--- src/rtl/lifo_stack.sv ---
// lifo_stack: parametrised LIFO with count, full/empty flags and overflow/underflow reporting.
// Define STACK_ERR_STICKY_EN to make ovf/unf sticky until err_clr; otherwise they pulse one cycle.
module lifo_stack #(
  parameter int DATA_W = 16,
  parameter int DEPTH  = 8,
  localparam int CNT_W = $clog2(DEPTH + 1)
) (
  input  logic              clk,
  input  logic              rst_n,
  input  logic              push,
  input  logic              pop,
  input  logic [DATA_W-1:0] din,
  input  logic              err_clr,
  output logic [DATA_W-1:0] dout,
  output logic [CNT_W-1:0]  count,
  output logic              empty,
  output logic              full,
  output logic              ovf,
  output logic              unf
);
  localparam int AW = $clog2(DEPTH);
  logic [DATA_W-1:0] mem_q [DEPTH];
  logic [DATA_W-1:0] dout_q, dout_d;
  logic [CNT_W-1:0]  count_q, count_d;
  logic              empty_q, full_q, ovf_q, unf_q;
  logic              ovf_d, unf_d;
  logic              do_push, do_pop, do_rep, we, ovf_ev, unf_ev;
  logic [AW-1:0]     waddr, raddr;
  always_comb begin
    do_push = push & ~full_q & ~(pop & ~empty_q);
    do_pop  = pop & ~push & ~empty_q;
    do_rep  = push & pop & ~empty_q;
    we      = do_push | do_rep;
    ovf_ev  = push & ~pop & full_q;
    unf_ev  = pop & ~push & empty_q;
    waddr   = AW'(do_rep ? count_q - 1'b1 : count_q);
    raddr   = AW'(count_q - CNT_W'(2));
    count_d = count_q + CNT_W'(do_push) - CNT_W'(do_pop);
    dout_d  = we ? din : do_pop ? (count_q == CNT_W'(1) ? '0 : mem_q[raddr]) : dout_q;
  end
`ifdef STACK_ERR_STICKY_EN
  // A new error event on the same edge as err_clr keeps the flag set.
  assign ovf_d = ovf_ev | (ovf_q & ~err_clr);
  assign unf_d = unf_ev | (unf_q & ~err_clr);
`else
  logic unused_err_clr;
  assign unused_err_clr = err_clr;
  assign ovf_d = ovf_ev;
  assign unf_d = unf_ev;
`endif
  always_ff @(posedge clk) begin
    if (rst_n && we) mem_q[waddr] <= din;
  end
  always_ff @(posedge clk or negedge rst_n) begin
    if (!rst_n) begin
      dout_q  <= '0;
      count_q <= '0;
      empty_q <= 1'b1;
      full_q  <= 1'b0;
      ovf_q   <= 1'b0;
      unf_q   <= 1'b0;
    end else begin
      dout_q  <= dout_d;
      count_q <= count_d;
      empty_q <= count_d == '0;
      full_q  <= count_d == CNT_W'(DEPTH);
      ovf_q   <= ovf_d;
      unf_q   <= unf_d;
    end
  end
  assign dout  = dout_q;
  assign count = count_q;
  assign empty = empty_q;
  assign full  = full_q;
  assign ovf   = ovf_q;
  assign unf   = unf_q;
endmodule

--- config.mk ---
export PLATFORM = sky130hd
export DESIGN_NAME = lifo_stack
export DESIGN_NICKNAME = d
export VERILOG_FILES = /design/src/rtl/lifo_stack.sv
export SDC_FILE = /design/constraint.sdc
export NUM_CORES = 1
export LEC_CHECK = 0
export ABC_AREA = 1
export BUFFER_PORTS_ARGS = -buffer_cell sky130_fd_sc_hd__buf_2
export CAP_MARGIN = 20
export CORE_UTILIZATION = 36
export DETAILED_ROUTE_END_ITERATION = 8
export GPL_TIMING_DRIVEN = 0
export PLACE_DENSITY = 0.56
export SLEW_MARGIN = 20
export SYNTH_ARGS = -nofsm -noshare
export SYNTH_HDL_FRONTEND = slang
export SYNTH_SLANG_ARGS = --single-unit
--- constraint.sdc ---
create_clock -name clk -period 4.6 [get_ports clk]
set_input_delay 0.46 -clock clk [delete_from_list [all_inputs] [get_ports clk]]
set_output_delay 0.46 -clock clk [all_outputs]
set_load 0.01 [all_outputs]
==> After elaboration in Yosys (flattened, before gate mapping) <==
Memory sizes are Yosys's and may differ from the RTL's.
Cells that the tools add are included.
{ "word_totals": {"mem_bits_rw": 128, "wordCells": 38, "inputBits": 21, "output_inout_bits": 24, "ff_bits": 24, "n_memories": 1} }
{ "classes": {"bitwise_logic": 16, "muxes": 6, "reduce_logical": 3, "eq_ne": 2, "n_addsub": 4} }
{ "memory_table": {"columns": ["memory", "words", "word_bits", "read_ports", "rd_ports_with_merged_regs", "write_ports", "line_no", "rtl"], "rows": [
  ["mem_q", 8, 16, 1, 0, 1, "22", "logic [DATA_W-1:0] mem_q [DEPTH];"]
]} }
{ "ops": {"columns": ["op", "n"], "rows": [
  ["16-bit two-way mux", 3],
  ["1-bit AND", 10],
  ["1-bit NOT", 5],
  ["4-bit by 1-bit adder with 4-bit output", 1],
  ["4-bit by 1-bit equality test with 1-bit output, second input constant", 1],
  ["4-bit equality test, second input constant", 1],
  ["4-bit logical NOT", 1],
  ["4-bit by 1-bit subtractor with 4-bit output", 1],
  ["3-bit two-way mux", 1],
  ["3-bit by 1-bit subtractor with 3-bit output, second input constant", 1],
  ["3-bit by 2-bit subtractor with 3-bit output, second input constant", 1],
  ["1-bit two-way mux", 2],
  ["2-bit nonzero test", 1],
  ["1-bit logical AND", 1],
  ["1-bit OR", 1]
]} }

==> Logic depth before layout (Yosys ltp) <==
Gate-level depths: netlist of run 1.
{ "logic_depth": {"depth_word": 8, "depth_mapped": 12, "depth_no_buf": 11} }

==> Worst setup path after synthesis of run 1 <==
No wires, ideal clock.
{ "synth_path": {"path_type": "reg-to-reg", "from": "register count_q[1], in the netlist count[1]", "to": "memory mem_q[6][0] (enable)", "required_ps": 4212, "slack_ps": 1885, "stages_incl_launch_ff": 8, "synth_period_minus_slack_ps": 2715, "arrival_ps": 2327, "setup_ps": 388, "n_path_buf": 2, "cell_sequence": "dfrtp_1 -> buf_2 -> inv_2 -> clkbuf_1 -> ha_1 -> o21ai_1 -> nand3_1 -> nor2_1"} }
{ "synth_via": {"elab_chain_len": 2} }
{ "synth_lines": {"columns": ["element", "line_no", "rtl"], "rows": [
  ["from (decl)", "24", "logic [CNT_W-1:0] count_q, count_d;"],
  ["from (signal assigned)", "64", "count_q <= count_d;"],
  ["3-bit by 1-bit subtractor with 3-bit output", "36", "waddr = AW'(do_rep ? count_q - 1'b1 : count_q);"],
  ["3-bit two-way mux (*)", "36", null],
  ["to (decl)", "22", null]
]} }
Mark *: on every way between the ends. The rest lies on a longest branch, timed or not.

==> Final worst setup path of run 1 <==
{ "layout_path": {"from": "register count_q[1], in the netlist count[1]", "to": "memory mem_q[6][3] (enable)"} }
Same word-level chain as after synthesis.

==> results of run 1 <==
synth_stat cells, drive strengths merged:
master  count
nand3b      1
dfstp       1
a211oi      1
dfrtp      23
nand2     230
clkinv      3
a21boi      1
edfxtp    128
clkbuf     10
o21ai       1
inv       120
nor2       13
nand3     119
xnor2       1
fa          1
ha          7
a21oi       2
buf        19
final cells by class:
class	instances	area share, %
Sequential cell	152	55.97
Buffer	29	1.749
Timing Repair Buffer	47	3.544
Tap cell	229	3.607
Inverter	123	5.813
Clock buffer	17	5.356
Multi-Input combinational cell	377	21.68
Clock inverter	14	2.284
metal layers:
layer / vias to the layer above / global-route usage (%)
li1: 2306 / -
met1: 2308 / 24.85
met2: 200 / 32.01
met3: 43 / 3.729
met4: 0 / 9.181
met5: - / 0
cells by family after synthesis:
kind of cell | after synthesis | share of synthesized area (%)
compound gates | 5 | 0.6318
simple gates | 363 | 22.69
flops | 152 | 66.03
fa+ha+maj | 8 | 1.598
buf+inv | 152 | 8.920
xor+xnor | 1 | 0.1301
stage by stage:
step	power, mW	std cells
global route	5.225	988
floorplan	2.864	681
detailed placement	3.550	957
finish	4.960	988
global placement	3.470	952
CTS	4.982	988
how the worst max path moves through the flow:
| stage | to | start | slack, ps |
|---|---|---|---|
| 2_1_floorplan | mem_q[6][0]$_DFFE_PP_ | count[1]$_DFF_PN0_ | 1880 |
| 3_3_place_gp | mem_q[7][13]$_DFFE_PP_ | count[1]$_DFF_PN0_ | 650 |
| 3_5_place_dp | mem_q[6][13]$_DFFE_PP_ | count[1]$_DFF_PN0_ | 1400 |
| 4_1_cts | mem_q[6][3]$_DFFE_PP_ | count[1]$_DFF_PN0_ | 1380 |
| 5_1_grt | mem_q[6][0]$_DFFE_PP_ | count[1]$_DFF_PN0_ | 1250 |
| 6_report | mem_q[6][3]$_DFFE_PP_ | count[1]$_DFF_PN0_ | 1370 |
state kept, by name (all words and copies together) (netlist names):
register  count
mem_q       128
dout         16
count         4
empty         1
full          1
ovf           1
unf           1
placed cells by master (no fill, tap or decap), types with 5 or more instances in the layout:
master,n
nor2_2,5
clkinv_1,5
nand3_1,118
buf_2,57
clkbuf_16,17
inv_1,116
clkbuf_1,10
nor2_1,5
dfrtp_1,23
ha_1,7
edfxtp_1,128
nand2_1,227
power by group:
| group | internal, mW | switching [mW] |
|---|---|---|
| Clock | 0.897 | 0.531 |
| Sequential | 1.68 | 0.0739 |
| Combinational | 0.517 | 1.26 |
| Total | 3.10 | 1.86 |
==> results by group, run 1 <==
Outcome
  • Status: complete, but fails checks
  • Failing checks: DRC

Finish
  • Finished Core Util: 43.77%
  • Area of the multi-input gates: ~0.0017 mm^2
  • Proportion of layout cells with a drive suffix above 1: 14.62%
  • Fillers: 1733
  • Area Overhead vs Synth: 17.97%
  • Storage cell area: 0.004446 mm^2
  • # nets final: 776
  • # diodes: 0
  • Finished Cell Area: 0.007943 mm^2

Clock tree
  • Max clock buf depth: 2
  • Clock latency on the worst-skew pair: 420 ps
  • Clock Pin Slew Worst Setup and Hold Paths: 60 ps
  • CTS Hold Bufs: 0
  • CTS tree: yes
  • Clk sinks: 152
  • Cts repair resizes: 0
  • Root buf cell: clkbuf_16
  • Htree depth: 4
  • CTS buffer count: 17
  • Setup bufs post-CTS: 0

Floorplanning
  • Initial core utilization: between 30% and 40%
  • Core Area: 0.01815 mm^2
  • Rows: 49
  • Die X: between 100 and 150 um
  • Die Height: between 100 and 150 um
  • Die area: between 0.015 and 0.02 mm^2
  • I/O pin count: 45

STA
  • Hold_ws: 80.45 ps
  • Layout Skew: 4.748 ps
  • Final Hold Vio Count: 0
  • Setup TNS: 0 ps
  • Min setup slack post-route: 1372 ps
  • Final setup violation count: 0
  • Crit share post-route: 70.18%
  • Least-Margin Pin Slew: 898.2 ps
  • Max Fclk: 309.8 MHz
  • Crit path time final: ~3200 ps
  • Slew margin rel.: 40.12%
  • Fin. max-slew vios: 0
  • Unrepaired setup endpoints after global routing: no

Synth
  • Syn Nets: 710
  • Synth area leader: edfxtp_1
  • Seq/Total Area, Yosys: 66.03%
  • Synthesized area: 0.006733 mm^2
  • Number of synthesized register bits: 152
  • Synth top area share: 57.09%
  • Area contributors post-synth: edfxtp_1 57%, nand2_1 13%, nand3_1 8.8%
  • Post-synthesis cell count: 681
  • YS warnings: 0
  • Avg Inst Size Synth: around 9.9 um^2
  • Synth cell types: 24

Detailed routing
  • Met3 WL: 1074 um
  • Vias: approximately 4900
  • WL met2: 8429 um
  • Metal1 wirelength: 7739 um
  • Drt wl/cell: 17.97 um
  • Top sig layer: met4
  • DR DRC count: 2
  • DR iter-0 viols: 428
  • Vias/cell: 4.916
  • Detailed Routing Iterations Pass 1: 8
  • Total Routed Length: about 18000 um
  • Final ANT Viol Nets: 0

Worst setup path
  • CP max FO: 13
  • Reg2reg setup slack: 1370 ps
  • CP max stage cell: clkbuf_1
  • Cells along the critical path: buf_2 > inv_2 > clkbuf_1 > ha_1 > o21ai_1 > nand3_1 > nor2_2 > buf_8
  • Setup crit start kind: flip-flop
  • Worst Path Required: 4730 ps
  • Worst reg2reg path depth: 8
  • Arr. time, crit path: ~3400 ps
  • Class of the most critical setup path: flip-flop to flip-flop
  • Bufs and invs on worst path: 4
  • Cell count along the critical path: 8
  • Crit end category: flip-flop
  • CP peak stage delay: 700 ps
  • Worst R2R End: mem_q[6][3]$_DFFE_PP_
  • CP top delay family: buffers and inverters
  • Reg2reg start: count[1]$_DFF_PN0_

Power
  • Pwr/cell area: 624.5 mW/mm^2
  • Max VDD drop: ~0.28 mV
  • Leak pwr: 3.570 nW

Placed design
  • Placed instance area: 0.007336 mm^2
  • GPL Wtd Cong: 0.8200
  • DP Wirelength: 11350 um
  • Setup slack at placement: about 1400 ps
  • IO buf count: 42

Hold path
  • Worst min path class: input port to async pin

Global routing
  • Total track usage: between 10% and 20%
  • Largest net degree at the start of global routing: 26
  • GRT Residual Overflow: 0
  • Vias in the first global route: 4758
  • Initial antenna violation count: 0
  • First-pass GRT wire length: 27160 um

Job
  • Max Cap Violations: 0
Power figures use the tool's default switching activity.
==> inputs of run 2 (changes only) <==
--- a/config.mk
+++ b/config.mk
@@ -5,7 +5,7 @@
 export SDC_FILE = /design/constraint.sdc
 export NUM_CORES = 1
 export LEC_CHECK = 0
-export ABC_AREA = 1
+export ABC_AREA = 0
 export BUFFER_PORTS_ARGS = -buffer_cell sky130_fd_sc_hd__buf_2
 export CAP_MARGIN = 20
 export CORE_UTILIZATION = 36
==> constraint.sdc (replaced) <==
create_clock -name clk -period 3.3 [get_ports clk]
set_input_delay 0.33 -clock clk [delete_from_list [all_inputs] [get_ports clk]]
set_output_delay 0.33 -clock clk [all_outputs]
set_load 0.01 [all_outputs]
==> run 2 against run 1 <==
The run now ends clean. Register-to-register slack worse by 990 ps. Sequential share of layout area up 4.3 points. Hold slack better by 89 ps. Critical path depth up 2. Largest cell class unchanged.
==> results by group, run 2 <==
Detailed routing
  • Vias: 3419 (was 4857)
  • Detailed Routing Iterations Pass 1: 4 (was 8)
  • Final ANT Viol Nets: 0 (unchanged)
  • DR DRC count: 0 (was 2)
  • DR iter-0 viols: 242 (was 428)
  • Vias/cell: 5.268 (was 4.916)
  • Total Routed Length: 13990 um (was 17750 um)
  • Drt wl/cell: 21.56 um (was 17.97 um)

Power
  • Switching Power: 2.013 mW (was 1.862 mW)
  • Reg power frac: 37.5% (was 35.5%)
  • Max VDD drop: 0.4055 mV (was 0.2777 mV)
  • Sw Ratio: 31.14% (was 37.54%)
  • Clock share of power: 32.1% (was 28.8%)
  • Leak pwr: 2.609 nW (was 3.570 nW)
  • Tot Pwr: 6.464 mW (was 4.960 mW)
  • Combinational share of power: 30.3% (was 35.7%)
  • Internal Power: 4.451 mW (was 3.098 mW)
  • Pwr/cell area: 876.4 mW/mm^2 (was 624.5 mW/mm^2)

Synth
  • Top-count cell post-synth: edfxtp_1 (was nand2_1)
  • Post-synthesis cell count: 348 (was 681)
  • YS warnings: 0 (unchanged)
  • Avg Inst Size Synth: 17.62 um^2 (was 9.887 um^2)
  • Area contributors post-synth: edfxtp_1 63%, dfrtp_1 9.4%, mux4_2 4.0% (was edfxtp_1 57%, nand2_1 13%, nand3_1 8.8%)
  • Post-synth top cells: 128 x edfxtp_1, 23 x dfrtp_1, 23 x nor2_1 (was 227 x nand2_1, 128 x edfxtp_1, 118 x nand3_1)
  • Ys async rst share: 15.79% (unchanged)
  • Post-synth EDFFs: 128 (unchanged)
  • Synthesized area: 0.006133 mm^2 (was 0.006733 mm^2)
  • Synth area leader: edfxtp_1 (unchanged)
  • Syn Nets: 377 (was 710)
  • Number of synthesized register bits: 152 (unchanged)
  • Synth top area share: 62.67% (was 57.09%)
  • Top_reg_cell synth: edfxtp_1 (unchanged)
  • Seq/Total Area, Yosys: 72.48% (was 66.03%)
  • Synth cell types: 36 (was 24)

Finish
  • Largest Register: mem_q (unchanged)
  • Fillers: 1455 (was 1733)
  • # nets final: 445 (was 776)
  • Max FFs per register: 128 (unchanged)
  • Finished Core Util: 44.48% (was 43.77%)
  • Proportion of layout cells with a drive suffix above 1: 30.54% (was 14.62%)
  • Commonest cells after routing, fill and taps aside: 128 x edfxtp_1, 48 x buf_2, 23 x dfrtp_1 (was 227 x nand2_1, 128 x edfxtp_1, 118 x nand3_1)
  • Commonest non-fill, non-tap cell in the layout: edfxtp_1 (was nand2_1)
  • Area Overhead vs Synth: 20.26% (was 17.97%)
  • # diodes: 0 (unchanged)

Job
  • Max Cap Violations: 0 (unchanged)

Clock tree
  • CTS buffer count: 17 (unchanged)
  • Htree depth: 4 (unchanged)
  • Clock Pin Slew Worst Setup and Hold Paths: 60 ps (about the same)
  • Root buf cell: clkbuf_16 (unchanged)
  • Setup bufs post-CTS: 0 (unchanged)
  • CTS tree: yes (unchanged)
  • Clock latency on the worst-skew pair: 430 ps (was 420 ps)
  • Clk sinks: 152 (unchanged)
  • Max clock buf depth: 2 (unchanged)

Global routing
  • First-pass GRT wire length: 21710 um (was 27160 um)
  • Total track usage: 17.37% (was 19.45%)
  • Vias in the first global route: 3632 (was 4758)
  • Initial antenna violation count: 0 (unchanged)
  • Largest net degree at the start of global routing: 27 (was 26)
  • GRT Residual Overflow: 0 (unchanged)

Worst setup path
  • Crit end category: flip-flop (unchanged)
  • Worst reg2reg path depth: 10 (was 8)
  • Arr. time, crit path: 3050 ps (was 3360 ps)
  • CP max stage cell: nor2_2 (was clkbuf_1)
  • Worst Path Required: 3440 ps (was 4730 ps)
  • CP peak stage delay: 510 ps (was 700 ps)
  • Critical path's most frequent cell: buf_4
  • Setup crit start kind: flip-flop (unchanged)
  • Cells along the critical path: buf_6 > buf_4 > buf_4 > inv_1 > ha_1 > nand4b_1 > xnor2_1 > nand2_1 > nor2_2 > buf_8 (was buf_2 > inv_2 > clkbuf_1 > ha_1 > o21ai_1 > nand3_1 > nor2_2 > buf_8)
  • Class of the most critical setup path: flip-flop to flip-flop (unchanged)
  • Reg2reg setup slack: 380 ps (was 1370 ps)
  • CP max FO: 10 (was 13)

Placed design
  • IO buf count: 42 (unchanged)
  • GPL Wtd Cong: 0.7326 (was 0.8200)
  • DP Wirelength: 8667 um (was 11350 um)
  • Setup slack at placement: 365.4 ps (was 1399 ps)

Hold path
  • Worst min path class: input port to flip-flop (was input port to async pin)
  • Hold Path Cell Cnt: 2

STA
  • Crit path time final: 2915 ps (was 3228 ps)
  • Slew margin rel.: 39.71% (was 40.12%)
  • Fin. max-slew vios: 0 (unchanged)
  • Final Hold Vio Count: 0 (unchanged)
  • Max Fclk: 343.0 MHz (was 309.8 MHz)
  • Unrepaired setup endpoints after global routing: no (unchanged)
  • Hold_ws: 169.2 ps (was 80.45 ps)
  • Min setup slack post-route: 384.7 ps (was 1372 ps)
  • Setup TNS: 0 ps (unchanged)
  • Layout Skew: 5.221 ps (was 4.748 ps)
  • Least-Margin Pin Slew: 902.4 ps (was 898.2 ps)
  • Final setup violation count: 0 (unchanged)
  • Crit share post-route: 88.34% (was 70.18%)

Outcome
  • Status: finished, final reports clean (was complete, but fails checks)

Floorplanning
  • Initial core utilization: 36.99% (was 37.10%)
  • Die area: 0.01756 mm^2 (was 0.01925 mm^2)
  • Core Area: 0.01658 mm^2 (was 0.01815 mm^2)
  • Die Height: 132.5 um (was 138.8 um)
  • Die X: 132.5 um (was 138.8 um)
  • I/O pin count: 45 (unchanged)
  • Rows: 47 (was 49)
-- run 2: changes by cell type after synthesis, sizes merged, moves of 16 or more --
cell   previous run  this run
mux4              0        16
nand3           119         0
nor2b             0        17
inv             120        13
a221o             0        16
mux2              0        19
nand2           230         7
-- run 2: power groups by stage --
stage | logic [mW] | registers (mW) | clock network (mW)
final | 1.96 | 2.43 | 2.08
after global routing | 2.14 | 2.45 | 2.18
after CTS | 1.99 | 2.43 | 2.11
after detailed placement | 1.98 | 2.47 | 0
after global placement | 1.89 | 2.47 | 0
after floorplan | 1.25 | 2.49 | 0
-- run 2: layout make-up --
class,instances,area (um^2),share of cell area [%]
Buffer,18,125.1,1.696
Tap cell,220,275.3,3.732
Clock inverter,14,205.2,2.782
Clock buffer,18,429.2,5.818
Sequential cell,152,4446,60.27
Multi-Input combinational cell,165,1544,20.93
Timing Repair Buffer,49,302.8,4.105
Inverter,13,48.80,0.6616
-- run 2: kinds of logic (layout without fill, tap and decap cells) --
logic type,Yosys count,in the layout,synth area share (%)
compound gates,52,52,7.099
xor+xnor,4,4,0.5713
fa+ha+maj,8,8,1.754
buf+inv,31,112,2.836
flops,152,152,72.48
mux,36,36,9.833
simple gates,65,65,5.426
-- run 2: metal layers --
layer	up-vias	share of wire [%]	track usage, %
met2	88	50	28.16
met4	0	2.0	7.216
met5	-	0	0
met1	1781	44	22.13
met3	21	4.5	4.559
li1	1529	-	-
-- run 2: what timing repair did --
item / CTS / global route
gates resized for setup: 0 / 0
setup endpoints to repair: 0 / 0
hold buffers: 1 / 0
endpoints found under the hold margin: 23 / 0
-- run 2: worst max-delay path: cells and delay by family, from the launching register on --
family / cells / cell delay (ps)
buffers and inverters: 5 / 1010
xor gates and xnor gates: 1 / 160
and+or+nand+nor: 3 / 800
DFF: 1 / 430
adders and majority gates: 1 / 190
-- run 2: metrics by stage --
| step | cell area [um^2] | instances |
|---|---|---|
| final | 7376 | 649 |
| after floorplan | 6133 | 348 |
| after global placement | 6619 | 610 |
| after global routing | 7376 | 649 |
| after CTS | 7376 | 649 |
| after detailed placement | 6731 | 616 |
-- run 2: path summary, 6_finish.rpt --
kind                                startpoint                endpoint
hold / removal                            push           unf$_DFF_PN0_
setup reg to reg            count[0]$_DFF_PN0_  mem_q[0][13]$_DFFE_PP_
min in group asynchronous                rst_n    dout[11]$_DFFE_PN0P_
max in group asynchronous                rst_n    dout[14]$_DFFE_PN0P_
hold reg to reg            dout[8]$_DFFE_PN0P_     dout[8]$_DFFE_PN0P_
setup / recovery            count[0]$_DFF_PN0_  mem_q[0][13]$_DFFE_PP_
